[src/rtl/psum_seq_ctrl.sv]
// Sequencer for the 3-stage psum adder tree: tracks pass/column over one output row
// and emits FIFO read/write, zero-select and final-output strobes aligned to the adder.
module psum_seq_ctrl #(
    parameter int LEN_W  = 10,
    parameter int PASS_W = 8
) (
    input  logic              clk,
    input  logic              rst,
    input  logic              start,
    input  logic [LEN_W-1:0]  cfg_row_len,
    input  logic [PASS_W-1:0] cfg_num_pass,
    input  logic              pe_valid,
    input  logic              fifo_empty,
    input  logic              fifo_full,
    output logic              fifo_rd_en,
    output logic              fifo_zero_sel,
    output logic              fifo_wr_en,
    output logic              out_valid,
    output logic              busy,
    output logic              done,
    output logic [PASS_W-1:0] cur_pass,
    output logic              err_underflow,
    output logic              err_overflow,
    output logic [1:0]        dbg_state
);

    typedef enum logic [1:0] {S_IDLE = 2'd0, S_RUN = 2'd1, S_DRAIN = 2'd2} state_t;
    typedef struct packed {
        logic valid;
        logic first;
        logic last;
    } tag_t;

    state_t            state_q, state_d;
    tag_t              tag_in, tag1_q, tag2_q;
    logic              t3_valid_q, t3_last_q;
    logic [LEN_W-1:0]  w_q, w_d, col_q, col_d;
    logic [PASS_W-1:0] c_q, c_d, pass_q, pass_d;
    logic              done_q, done_d;
    logic              err_un_q, err_un_d, err_ov_q, err_ov_d;
    logic              start_ok, accept, col_last, pass_last;

    assign start_ok  = start && (cfg_row_len != '0) && (cfg_num_pass != '0);
    assign accept    = (state_q == S_RUN) && pe_valid;
    assign col_last  = (col_q == w_q - LEN_W'(1));
    assign pass_last = (pass_q == c_q - PASS_W'(1));

    always_ff @(posedge clk) begin
        if (rst) state_q <= S_IDLE;
        else     state_q <= state_d;
    end

    // Leave DRAIN once nothing is left ahead of stage 3; done is registered so it
    // lands the cycle after the last out_valid, together with the drop of busy.
    always_comb begin
        state_d = state_q;
        done_d  = 1'b0;
        case (state_q)
            S_IDLE:  if (start_ok) state_d = S_RUN;
            S_RUN:   if (accept && col_last && pass_last) state_d = S_DRAIN;
            S_DRAIN: if (!tag1_q.valid && !tag2_q.valid) begin
                state_d = S_IDLE;
                done_d  = 1'b1;
            end
            default: state_d = S_IDLE;
        endcase
    end

    always_comb begin
        busy          = (state_q != S_IDLE);
        fifo_rd_en    = tag1_q.valid && !tag1_q.first;
        fifo_zero_sel = tag2_q.valid && tag2_q.first;
        fifo_wr_en    = t3_valid_q && !t3_last_q;
        out_valid     = t3_valid_q && t3_last_q;
        done          = done_q;
        cur_pass      = pass_q;
        err_underflow = err_un_q;
        err_overflow  = err_ov_q;
        dbg_state     = state_q;
    end

    always_comb begin
        w_d    = w_q;
        c_d    = c_q;
        col_d  = col_q;
        pass_d = pass_q;
        if (state_q == S_IDLE && start_ok) begin
            w_d    = cfg_row_len;
            c_d    = cfg_num_pass;
            col_d  = '0;
            pass_d = '0;
        end else if (accept) begin
            if (col_last) begin
                col_d  = '0;
                pass_d = pass_last ? '0 : pass_q + PASS_W'(1);
            end else begin
                col_d = col_q + LEN_W'(1);
            end
        end
    end

    always_comb begin
        tag_in.valid = accept;
        tag_in.first = accept && (pass_q == '0);
        tag_in.last  = accept && pass_last;
        err_un_d     = err_un_q || (fifo_rd_en && fifo_empty);
        err_ov_d     = err_ov_q || (fifo_wr_en && fifo_full)
                       || ((state_q == S_DRAIN) && pe_valid);
    end

    always_ff @(posedge clk) begin
        if (rst) begin
            w_q        <= '0;
            c_q        <= '0;
            col_q      <= '0;
            pass_q     <= '0;
            tag1_q     <= '0;
            tag2_q     <= '0;
            t3_valid_q <= 1'b0;
            t3_last_q  <= 1'b0;
            done_q     <= 1'b0;
            err_un_q   <= 1'b0;
            err_ov_q   <= 1'b0;
        end else begin
            w_q        <= w_d;
            c_q        <= c_d;
            col_q      <= col_d;
            pass_q     <= pass_d;
            tag1_q     <= tag_in;
            tag2_q     <= tag1_q;
            t3_valid_q <= tag2_q.valid;
            t3_last_q  <= tag2_q.last;
            done_q     <= done_d;
            err_un_q   <= err_un_d;
            err_ov_q   <= err_ov_d;
        end
    end

endmodule
[config.mk]
export PLATFORM = sky130hd
export DESIGN_NAME = psum_seq_ctrl
export DESIGN_NICKNAME = d
export VERILOG_FILES = /design/src/rtl/psum_seq_ctrl.sv
export SDC_FILE = /design/constraint.sdc
export NUM_CORES = 1
export LEC_CHECK = 0
export BUFFER_PORTS_ARGS = -buffer_cell sky130_fd_sc_hd__buf_2
export CELL_PAD_IN_SITES_DETAIL_PLACEMENT = 0
export CELL_PAD_IN_SITES_GLOBAL_PLACEMENT = 2
export CORE_MARGIN = 2
export CORE_UTILIZATION = 31
export DETAILED_ROUTE_END_ITERATION = 12
export MAX_ROUTING_LAYER = met4
export PLACE_DENSITY = 0.81
export SETUP_SLACK_MARGIN = 0.15
export SLEW_MARGIN = 20
export SYNTH_ARGS = -nofsm -noshare
export SYNTH_HDL_FRONTEND = slang
export SYNTH_SLANG_ARGS = --single-unit
[constraint.sdc]
create_clock -name clk -period 2.4 [get_ports clk]
set_input_delay 0.24 -clock clk [delete_from_list [all_inputs] [get_ports clk]]
set_output_delay 0.24 -clock clk [all_outputs]
set_load 0.005 [all_outputs]
==> impl_metrics.toml <==
[logic_synthesis]
yosys.area.top_type = "dfxtp_1"
ys_seq_area_share_pct = 37.9
synth_seq_cells = 49
yosys-top-cells-area = "dfxtp_1, mux2i_1, xor2_1"
async_flop_share_pct = 0
synth-main-ff-cell = "dfxtp_1"
ys_warn_count = 0
avgSynthCellArea_um2 = 8.81
netlist_top_cells_count = "dfxtp_1, nor2_1, xor2_1"
syn_inst = 294
synthDistinctLibCells = 48
post-synth-top-count-cell = "dfxtp_1"
synth_edf_count = 0
synth_nets = 323
netlist_area_um2 = 2590
synth_top_area_share_pct = 37.9

[pwr]
p_per_area_nw_per_um2 = 523
leakagePower_nw = 1.43
p_total_mw = 1.69
ir_drop_v = 0.000312

[clock_network]
cts_buffer_depth = 2
clk_latency_ns = 0.31
cts_tree = "yes"
clk_pin_slew_worst_paths_ns = 0.11
h-tree-depth = 2
clock_tree.root_cell = "clkbuf_8"
clock-sinks = 49
cts_buffers = 5

[cells_and_area]
nets = 380
finish.utilization_pct = 39.6
drive_above_1_share_pct = 27.8
fillers = 873
finish.instance_area_um2 = 3240
syn2layout_area_growth_pct = 24.9
num_antenna_cells = 0

[timing]
worst_slew_pin_slew_ns = 0.474
hold_viol = 0
fin_skew_ns = 0.0123
setup_viol = 0
tns_ns = 0
whs_ns = 0.154
rsz0062_at_grt = "yes"
fmax_mhz = 437
slew_headroom_pct = 68.4
period_share_pct = 95.4
period_needed_ns = 2.29
drv_slew = 0

[worst_setup_path]
end_kind = "register"
crit_arrival_ns = 2.49
startpoint_type = "register"
cp_max_fo = 7
cp.required_ns = 2.60
critical_path_class = "register to register"

[floorplanning]
core_area_um2 = 8180
rows = 33
io_pins = 42
dieHeight_um = 95.4
die_width_um = 95.4
initial_core_util_pct = 31.7
die_area_um2 = 9100

[route]
vias_per_cell = 4.80
via_count = 2195
wl_um = 6050
drc = 0
wire_per_inst_um = 13.2
initialDrtViolationCount = 118
drt_pass1_iterations = 4
ant_nets = 0

[grt]
grt_max_degree = 19
antenna_found_initial = 0
first_global_vias = 2078
track_usage_pct = 14.4
grt_pass1_wl_um = 10000
overflow = 0

[placed_design]
dp_hpwl_um = 4590
place.gp.congestion = 0.755
place_area_um2 = 3020
portBuffers = 41

[run]
maxCapViolations = 0

[hold_path]
hp-class = "input pin to register"

[run_status]
status = "finished, final reports clean"
-- cell usage in the layout (no fill, tap or decap), drive strengths merged, types with 2 or more instances in the layout --
master	synthesis	routed
nand4	5	5
nand2	10	10
nor4	9	9
o211ai	2	2
mux2i	20	20
ha	5	5
nor2b	9	9
dfxtp	49	49
xor2	22	22
o31a	2	2
nand3b	2	2
buf	6	66
nor3b	8	8
xnor2	11	11
or3	2	2
a21oi	8	8
and2	4	4
nand3	7	7
a32o	6	6
nor2	43	43
o21ai	8	8
inv	9	12
and3	9	9
nand2b	5	5
or2	2	2
clkbuf	10	5
nor3	5	5
nor4b	3	3
-- layer usage --
layer | part of all wire, % | track usage, % | vias up | routed length (um)
met1 | 52 | 20.7 | 1009 | 3180
met2 | 44 | 21.0 | 38 | 2670
li1 | - | - | 1144 | -
met3 | 2.9 | 2.69 | 4 | 174
met4 | 0.55 | 3.10 | 0 | 33
met5 | 0 | - | - | 0
-- flip-flops by register name, indices dropped and copies added, names as in the netlist, 2 cells and up --
name       cells
col_q         10
w_q           10
c_q            8
cur_pass       8
tag1_q         3
tag2_q         3
dbg_state      2
-- final timing paths --
kind                        start                       end  slack, ns  depth (start not counted)
max           w_q[0]$_SDFFE_PP0P_  cur_pass[5]$_SDFFE_PP0P_       0.11                          9
min                    fifo_empty  err_underflow$_SDFF_PP0_       0.15                          3
max reg2reg   w_q[0]$_SDFFE_PP0P_  cur_pass[5]$_SDFFE_PP0P_       0.11                          9
min reg2reg  tag2_q[0]$_SDFF_PP0_      t3_last_q$_SDFF_PP0_       0.44                          1
-- stage by stage --
step                setup WS, ns  cells
finish                     0.110    457
global route             0.00903    457
CTS                       0.0209    456
detailed placement       -0.0162    443
global placement          0.0666    443
floorplan                  0.156    294
-- kinds of logic after synthesis --
family          Yosys count  share of synthesized area [%]
simple gates            128                           27.6
flops                    49                           37.9
compound gates           34                           9.23
xor+xnor                 33                           11.2
buf+inv                  25                           4.01
mux                      20                           7.73
fa+ha+maj                 5                           2.42
-- worst max-delay path, cell delays in order (launching register included) --
cell,delay (ns)
dfxtp_2,0.34
buf_4,0.13
or4_4,0.53
nor2_4,0.14
nand3_2,0.08
and3_4,0.21
nor4b_4,0.29
buf_6,0.19
o21ai_2,0.05
a32o_1,0.23
-- where the power goes --
part | switching (mW) | leakage, nW | internal [mW]
combinational | 0.150 | 0.979 | 0.151
clock | 0.307 | 0.0511 | 0.221
sequential | 0.0273 | 0.399 | 0.837
-- area by class of cell --
cell class,count,area [um^2],area share [%]
inverters,9,33.8,1.04
flip-flops and latches,49,983,30.4
clock buffers,5,68.8,2.13
repair buffers,66,417,12.9
well taps,105,131,4.06
multi-input cells,220,1570,48.6
clock inverters,3,28.8,0.889
-- timing repair --
| item | CTS | global route |
|---|---|---|
| hold buffers | 0 | 0 |
| pin swaps | 10 | 12 |
| endpoints found under the setup margin | 17 | 20 |
| buffers inserted | 5 | 1 |
| gates resized for setup | 8 | 12 |
No activity file was read; power rests on OpenSTA's default activity.
